===== config.mk =====
export PLATFORM = sky130hd
export DESIGN_NAME = secure_router_fifo
export DESIGN_NICKNAME = d
export VERILOG_FILES = /design/src/rtl/secure_router_fifo.sv
export SDC_FILE = /design/constraint.sdc
export NUM_CORES = 1
export LEC_CHECK = 0
export ABC_AREA = 1
export CELL_PAD_IN_SITES_DETAIL_PLACEMENT = 1
export CELL_PAD_IN_SITES_GLOBAL_PLACEMENT = 2
export CORE_UTILIZATION = 35
export DETAILED_ROUTE_END_ITERATION = 7
export PLACE_DENSITY_LB_ADDON = 0.15
export RECOVER_POWER = 100
export SETUP_SLACK_MARGIN = 0.15
export SLEW_MARGIN = 25
export SYNTH_ARGS = -nofsm -noshare
export SYNTH_HDL_FRONTEND = slang
export SYNTH_SLANG_ARGS = --single-unit

===== constraint.sdc =====
create_clock -name clk -period 3 [get_ports clk]
set_clock_uncertainty 0.15 [all_clocks]
set_input_delay 0.45 -clock clk [delete_from_list [all_inputs] [get_ports clk]]
set_output_delay 0.45 -clock clk [all_outputs]
set_load 0.03 [all_outputs]

===== src/rtl/secure_router_fifo.sv =====
// secure_router_fifo
//   Routes input words to one of NCH per-channel first-word-fall-through
//   FIFOs selected by in_addr. Each stored word carries an even-parity bit
//   as its MSB. Channels can be locked through a configuration mask; words
//   sent to a locked channel are accepted and discarded, and a saturating
//   8-bit counter records how many were dropped.
// Ports
//   clk, rst_n           : rising-edge clock, asynchronous active-low reset
//   in_valid/in_ready    : input handshake
//   in_addr, in_data     : destination channel and payload
//   cfg_we, cfg_lock     : lock mask load strobe and mask (bit i locks ch i)
//   out_valid/out_ready  : per-channel output handshake
//   out_data             : channel i word at [i*(DATA_W+1) +: DATA_W+1]
//   drop_cnt             : saturating count of words dropped at locked channels
module secure_router_fifo #(
  parameter int DATA_W = 4,
  parameter int NCH    = 4,
  parameter int DEPTH  = 4,
  localparam int ADDR_W = $clog2(NCH)
) (
  input  logic                      clk,
  input  logic                      rst_n,
  input  logic                      in_valid,
  output logic                      in_ready,
  input  logic [ADDR_W-1:0]         in_addr,
  input  logic [DATA_W-1:0]         in_data,
  input  logic                      cfg_we,
  input  logic [NCH-1:0]            cfg_lock,
  output logic [NCH-1:0]            out_valid,
  input  logic [NCH-1:0]            out_ready,
  output logic [NCH*(DATA_W+1)-1:0] out_data,
  output logic [7:0]                drop_cnt
);

  localparam int WORD_W = DATA_W + 1;
  localparam int IDX_W  = $clog2(DEPTH);
  localparam int PTR_W  = IDX_W + 1;

  // Even parity over the payload: XOR of all payload bits.
  function automatic logic even_parity(input logic [DATA_W-1:0] d);
    return ^d;
  endfunction

  logic                run_r;   // high once reset release has been synchronised
  logic [NCH-1:0]      lock_r;
  logic [7:0]          drop_cnt_r;
  logic [PTR_W-1:0]    wr_ptr_r [NCH];
  logic [PTR_W-1:0]    rd_ptr_r [NCH];
  logic [WORD_W-1:0]   mem_r    [NCH][DEPTH];
  logic [WORD_W-1:0]   head_r   [NCH];

  logic [NCH-1:0]      full_s;
  logic [NCH-1:0]      empty_s;
  logic [NCH-1:0]      push_s;
  logic [NCH-1:0]      pop_s;
  logic                drop_s;
  logic [WORD_W-1:0]   in_word_s;
  logic [PTR_W-1:0]    rd_nxt_s   [NCH];
  logic [PTR_W-1:0]    wr_nxt_s   [NCH];
  logic [WORD_W-1:0]   head_nxt_s [NCH];

  // Per-channel full/empty from the extra-MSB pointer scheme.
  always_comb begin
    full_s  = '0;
    empty_s = '0;
    for (int i = 0; i < NCH; i++) begin
      empty_s[i] = (wr_ptr_r[i] == rd_ptr_r[i]);
      full_s[i]  = (wr_ptr_r[i][PTR_W-1] != rd_ptr_r[i][PTR_W-1]) &&
                   (wr_ptr_r[i][IDX_W-1:0] == rd_ptr_r[i][IDX_W-1:0]);
    end
  end

  // Input acceptance, push/pop/drop decisions. Transfers are suppressed
  // until run_r shows the reset release has been seen by a clock edge.
  always_comb begin
    in_word_s = {even_parity(in_data), in_data};
    in_ready  = lock_r[in_addr] | ~full_s[in_addr];
    drop_s    = run_r & in_valid & lock_r[in_addr];
    push_s    = '0;
    pop_s     = '0;
    for (int i = 0; i < NCH; i++) begin
      push_s[i] = run_r & in_valid & (in_addr == ADDR_W'(i)) & ~lock_r[i] & ~full_s[i];
      pop_s[i]  = ~empty_s[i] & out_ready[i];
    end
  end

  // Next head word: the word that will sit at the read pointer after this
  // edge. When that slot is being written this same edge, take the
  // incoming word; when the FIFO ends up empty, keep the old head.
  always_comb begin
    for (int i = 0; i < NCH; i++) begin
      rd_nxt_s[i] = rd_ptr_r[i] + PTR_W'(pop_s[i]);
      wr_nxt_s[i] = wr_ptr_r[i] + PTR_W'(push_s[i]);
      if (rd_nxt_s[i] == wr_nxt_s[i]) begin
        head_nxt_s[i] = head_r[i];
      end else if (push_s[i] && (rd_nxt_s[i] == wr_ptr_r[i])) begin
        head_nxt_s[i] = in_word_s;
      end else begin
        head_nxt_s[i] = mem_r[i][rd_nxt_s[i][IDX_W-1:0]];
      end
    end
  end

  // Reset-release synchroniser, lock mask and saturating drop counter.
  always_ff @(posedge clk or negedge rst_n) begin
    if (!rst_n) begin
      run_r      <= 1'b0;
      lock_r     <= '0;
      drop_cnt_r <= 8'd0;
    end else begin
      run_r <= 1'b1;
      if (cfg_we) begin
        lock_r <= cfg_lock;
      end
      if (drop_s && (drop_cnt_r != 8'hFF)) begin
        drop_cnt_r <= drop_cnt_r + 8'd1;
      end
    end
  end

  // Per-channel FIFO storage, pointers and registered head word.
  always_ff @(posedge clk or negedge rst_n) begin
    if (!rst_n) begin
      for (int i = 0; i < NCH; i++) begin
        wr_ptr_r[i] <= '0;
        rd_ptr_r[i] <= '0;
        head_r[i]   <= '0;
        for (int j = 0; j < DEPTH; j++) begin
          mem_r[i][j] <= '0;
        end
      end
    end else begin
      for (int i = 0; i < NCH; i++) begin
        if (push_s[i]) begin
          mem_r[i][wr_ptr_r[i][IDX_W-1:0]] <= in_word_s;
        end
        wr_ptr_r[i] <= wr_nxt_s[i];
        rd_ptr_r[i] <= rd_nxt_s[i];
        head_r[i]   <= head_nxt_s[i];
      end
    end
  end

  // Output flattening.
  always_comb begin
    out_valid = ~empty_s;
    drop_cnt  = drop_cnt_r;
    out_data  = '0;
    for (int i = 0; i < NCH; i++) begin
      out_data[i*WORD_W +: WORD_W] = head_r[i];
    end
  end

endmodule


==> impl_results.md <==
* Most common cell in the netlist: nand2_1
* DIE AREA at 0.02011 mm²
* Reg-to-reg setup timing slack at 0.34 ns
* Final WL at about 19000 µm
* Horiz. Die Dim at 141.8 µm
* Synth async-reset ratio at 100.0%
* Arrival time at the worst endpoint at 2.80 ns
* Clk sinks at 137
* Worst-path clk slew at 0.06 ns
* Share of layout cells above drive strength 1 at 8.073%
* Period utilization at 88.50%
* Number of placed I/O pins at 51
* Antenna Cells at 0
* Iteration-0 DRC Markers at 218
* CP endpoint kind: register
* Syn_nets at 879
* Gpl congestion at approximately 0.80
* Placed cells at ~1200
* Final hold violations at 0
* Area growth syn-to-layout at 20.94%
* Row cnt at 50
* RSZ-0062 raised after global routing: false
* Worst hold stages at 2
* Hold Startpoint: out_data[9]
* DRC at 0
* Gate power share at 49.0%
* Largest net degree at the start of global routing at 79
* First-pass GRT wire length at between 30000 and 40000 µm
* Flop pwr share at 31.6%
* Initial antenna violation count at 0
* Clock Power Share at 19.3%
* Max Buffers Root-to-Sink at 2
* Top FF cell, synth: dfrtp_1
* Non-Filler Instances at between 1000 and 1500
* Final #Nets at 954
* Worst path required time at 3.15 ns
* Int Pwr at approximately 5500 µW
* R2R depth at 15
* ANT nets after route at 0
* Vias in the first global route at 6249
* Initial Utilization at 36.09%
* Slew headroom at 29.21%
* Die Ht at 141.8 µm
* Vias per cell at 4.909
* Worst-skew pair later-pin latency at 0.42 ns
* WS Path Type: reg2reg
* Post-synth top cells: nand2_1 (323), dfrtp_1 (137), o21ai_0 (86), nand3_1 (65), inv_1 (55)
* Leak at about 0.0040 µW
* CORE AREA at 0.01896 mm²
* Drt first pass iters at 4
* Post-synth cell types at 30
* Switching pwr at 4297 µW
* Sequential cell area fraction in the yosys report at approximately 50%
* Post-DP HPWL at around 14000 µm
* Avg Cell Area, Syn at 8.105 µm²
* Final min period at around 2.7 ns
* Status: completed
* Hold Path Sink: out_data[9]
* Grt ovf at 0
* RR Startpoint: wr_ptr_r[0]
* #FFs+latches synth at 137
* Total track usage at 20.25%
* Final Util at 43.64%
* Switch share at 43.70%
* Synth top area share at 50.12%
* Area leader, netlist: dfrtp_1
* Vias at 5837
* Post-Synthesis Cells at 844
* CTS tree: done
* Startpoint types: register
* Max Cap Viol at 0
* PwrDens at ~1200 mW/mm²
* Synth top area cells: dfrtp_1 (50%), nand2_1 (18%), o21ai_0 (6.3%), nand3_1 (4.8%), ha_1 (3.1%)
* Synth warn at 0
* Slew @ Worst Pin at 1.062 ns
* Clock root buffer: clkbuf_16
* Max Clk Rate at about 380 MHz
* Reg2reg end: out_data[18]
* Worst-path fanout max at 6
* Netlist Area Pre-Place at 0.006840 mm²
* CTS Buf Count at 17
* Hold Crit Class: reg2reg
* Endpoints failing setup at 0
* H-tree depth at 4
* Post-synth EDFFs at 0
* WL/cell at 15.89 µm
* Final slew viol count at 0
* Max IR drop VDD at 411.4 µV
* Port Buffers at 50
[placed cells by master, fill, tap and decap left out, drive strengths merged]
master | Yosys | layout
nand2 | 326 | 326
dfrtp | 137 | 137
o21ai | 115 | 115
nand3 | 82 | 82
inv | 56 | 56
dlygate4sd3 | 0 | 34
clkbuf | 22 | 34
buf | 4 | 25
nor2 | 25 | 25
xor2 | 19 | 19
ha | 17 | 17
clkdlybuf4s50 | 0 | 15
xnor2 | 12 | 12
o22a | 5 | 5
nor3 | 5 | 5
nand4 | 5 | 5
clkinv | 2 | 5
or2 | 3 | 3
o22ai | 3 | 3
nand3b | 3 | 3
a31oi | 1 | 1
nor2b | 1 | 1
conb | 1 | 1
[what timing repair did]
action / 4_1_cts / 5_1_grt
cloned: 0 / 0
setup endpoints to repair: 3 / 21
hold buffers: 1 / 0
hold endpoints to repair: 75 / 0
gates resized for setup: 2 / 30
buffers inserted: 0 / 2
[cell families after synthesis]
group                    synth area share (%)
AND/OR/NAND/NOR                         28.35
flip-flops                              50.12
AO/OA/AOI/OAI                           9.420
buffers and inverters                   4.975
XOR/XNOR                                3.969
adder cells (fa/ha/maj)                 3.110
other                                 0.05482
[worst max-delay path by stage]
stage | end | start | cells after the start | slack (ns)
floorplan | out_data[7] | wr_ptr_r[6] | 17 | 0.16
global placement | out_data[19] | in_valid | 14 | 0.05
detailed placement | out_data[4] | in_addr[1] | 15 | -0.008
CTS | out_data[18] | wr_ptr_r[0] | 15 | 0.16
global route | out_data[18] | wr_ptr_r[0] | 15 | 0.12
finish | out_data[18] | wr_ptr_r[0] | 15 | 0.34
[critical path, stage by stage (launching register included)]
cell	delay [ns]
dfrtp_1	0.45
xnor2_1	0.24
nand4_1	0.16
nand2_1	0.10
inv_1	0.04
ha_1	0.20
ha_4	0.32
inv_2	0.07
nand2_1	0.07
nand2_1	0.05
nor2_1	0.09
nand2_1	0.17
nor2_4	0.17
nand2_1	0.07
nand3_1	0.13
nand2_1	0.06
[per-stage QoR]
stage	area [µm²]	setup slack, ns	TNS [ns]	power [µW]	hold slack [ns]
2_1_floorplan	6860	0.1596	0	6339	0.004409
4_1_cts	8327	0.1569	0	9963	0.3420
5_1_grt	8273	0.1221	0	10740	0.3585
6_report	8273	0.3449	0	9835	0.3330
3_3_place_gp	7792	0.04724	0	7781	0.3151
3_5_place_dp	7792	-0.007913	-0.009137	7992	0.3282
[metal layers]
layer | share of wire (%) | vias up | track usage [%]
met5 | 0 | - | 0
li1 | - | 2870 | -
met1 | 47 | 2880 | 26.03
met4 | 0.81 | 0 | 5.772
met3 | 2.6 | 10 | 3.409
met2 | 49 | 77 | 34.98
[power groups by stage]
stage / sequential, µW / clock, µW / combinational (µW)
after floorplan: 3280 / 0 / 3060
after global placement: 3110 / 0 / 4670
after detailed placement: 3150 / 0 / 4840
after CTS: 3130 / 1950 / 4880
after global routing: 3210 / 2020 / 5510
final: 3110 / 1900 / 4820
[cell type report]
type | count | area (µm²)
well taps | 260 | 325.3
repair buffers | 82 | 713.2
flip-flops and latches | 137 | 3431
multi-input cells | 623 | 3052
fillers | 2284 | 10680
inverters | 58 | 227.7
clock buffers | 26 | 509.2
clock inverters | 3 | 15.01
[registers in the layout, indices dropped and copies added, names as in the netlist]
name and cells:
drop_cnt 8, lock_r 4, mem_r 80, out_data 20, rd_ptr_r 12, run_r 1, wr_ptr_r 12
No activity file was read; power rests on OpenSTA's default activity.
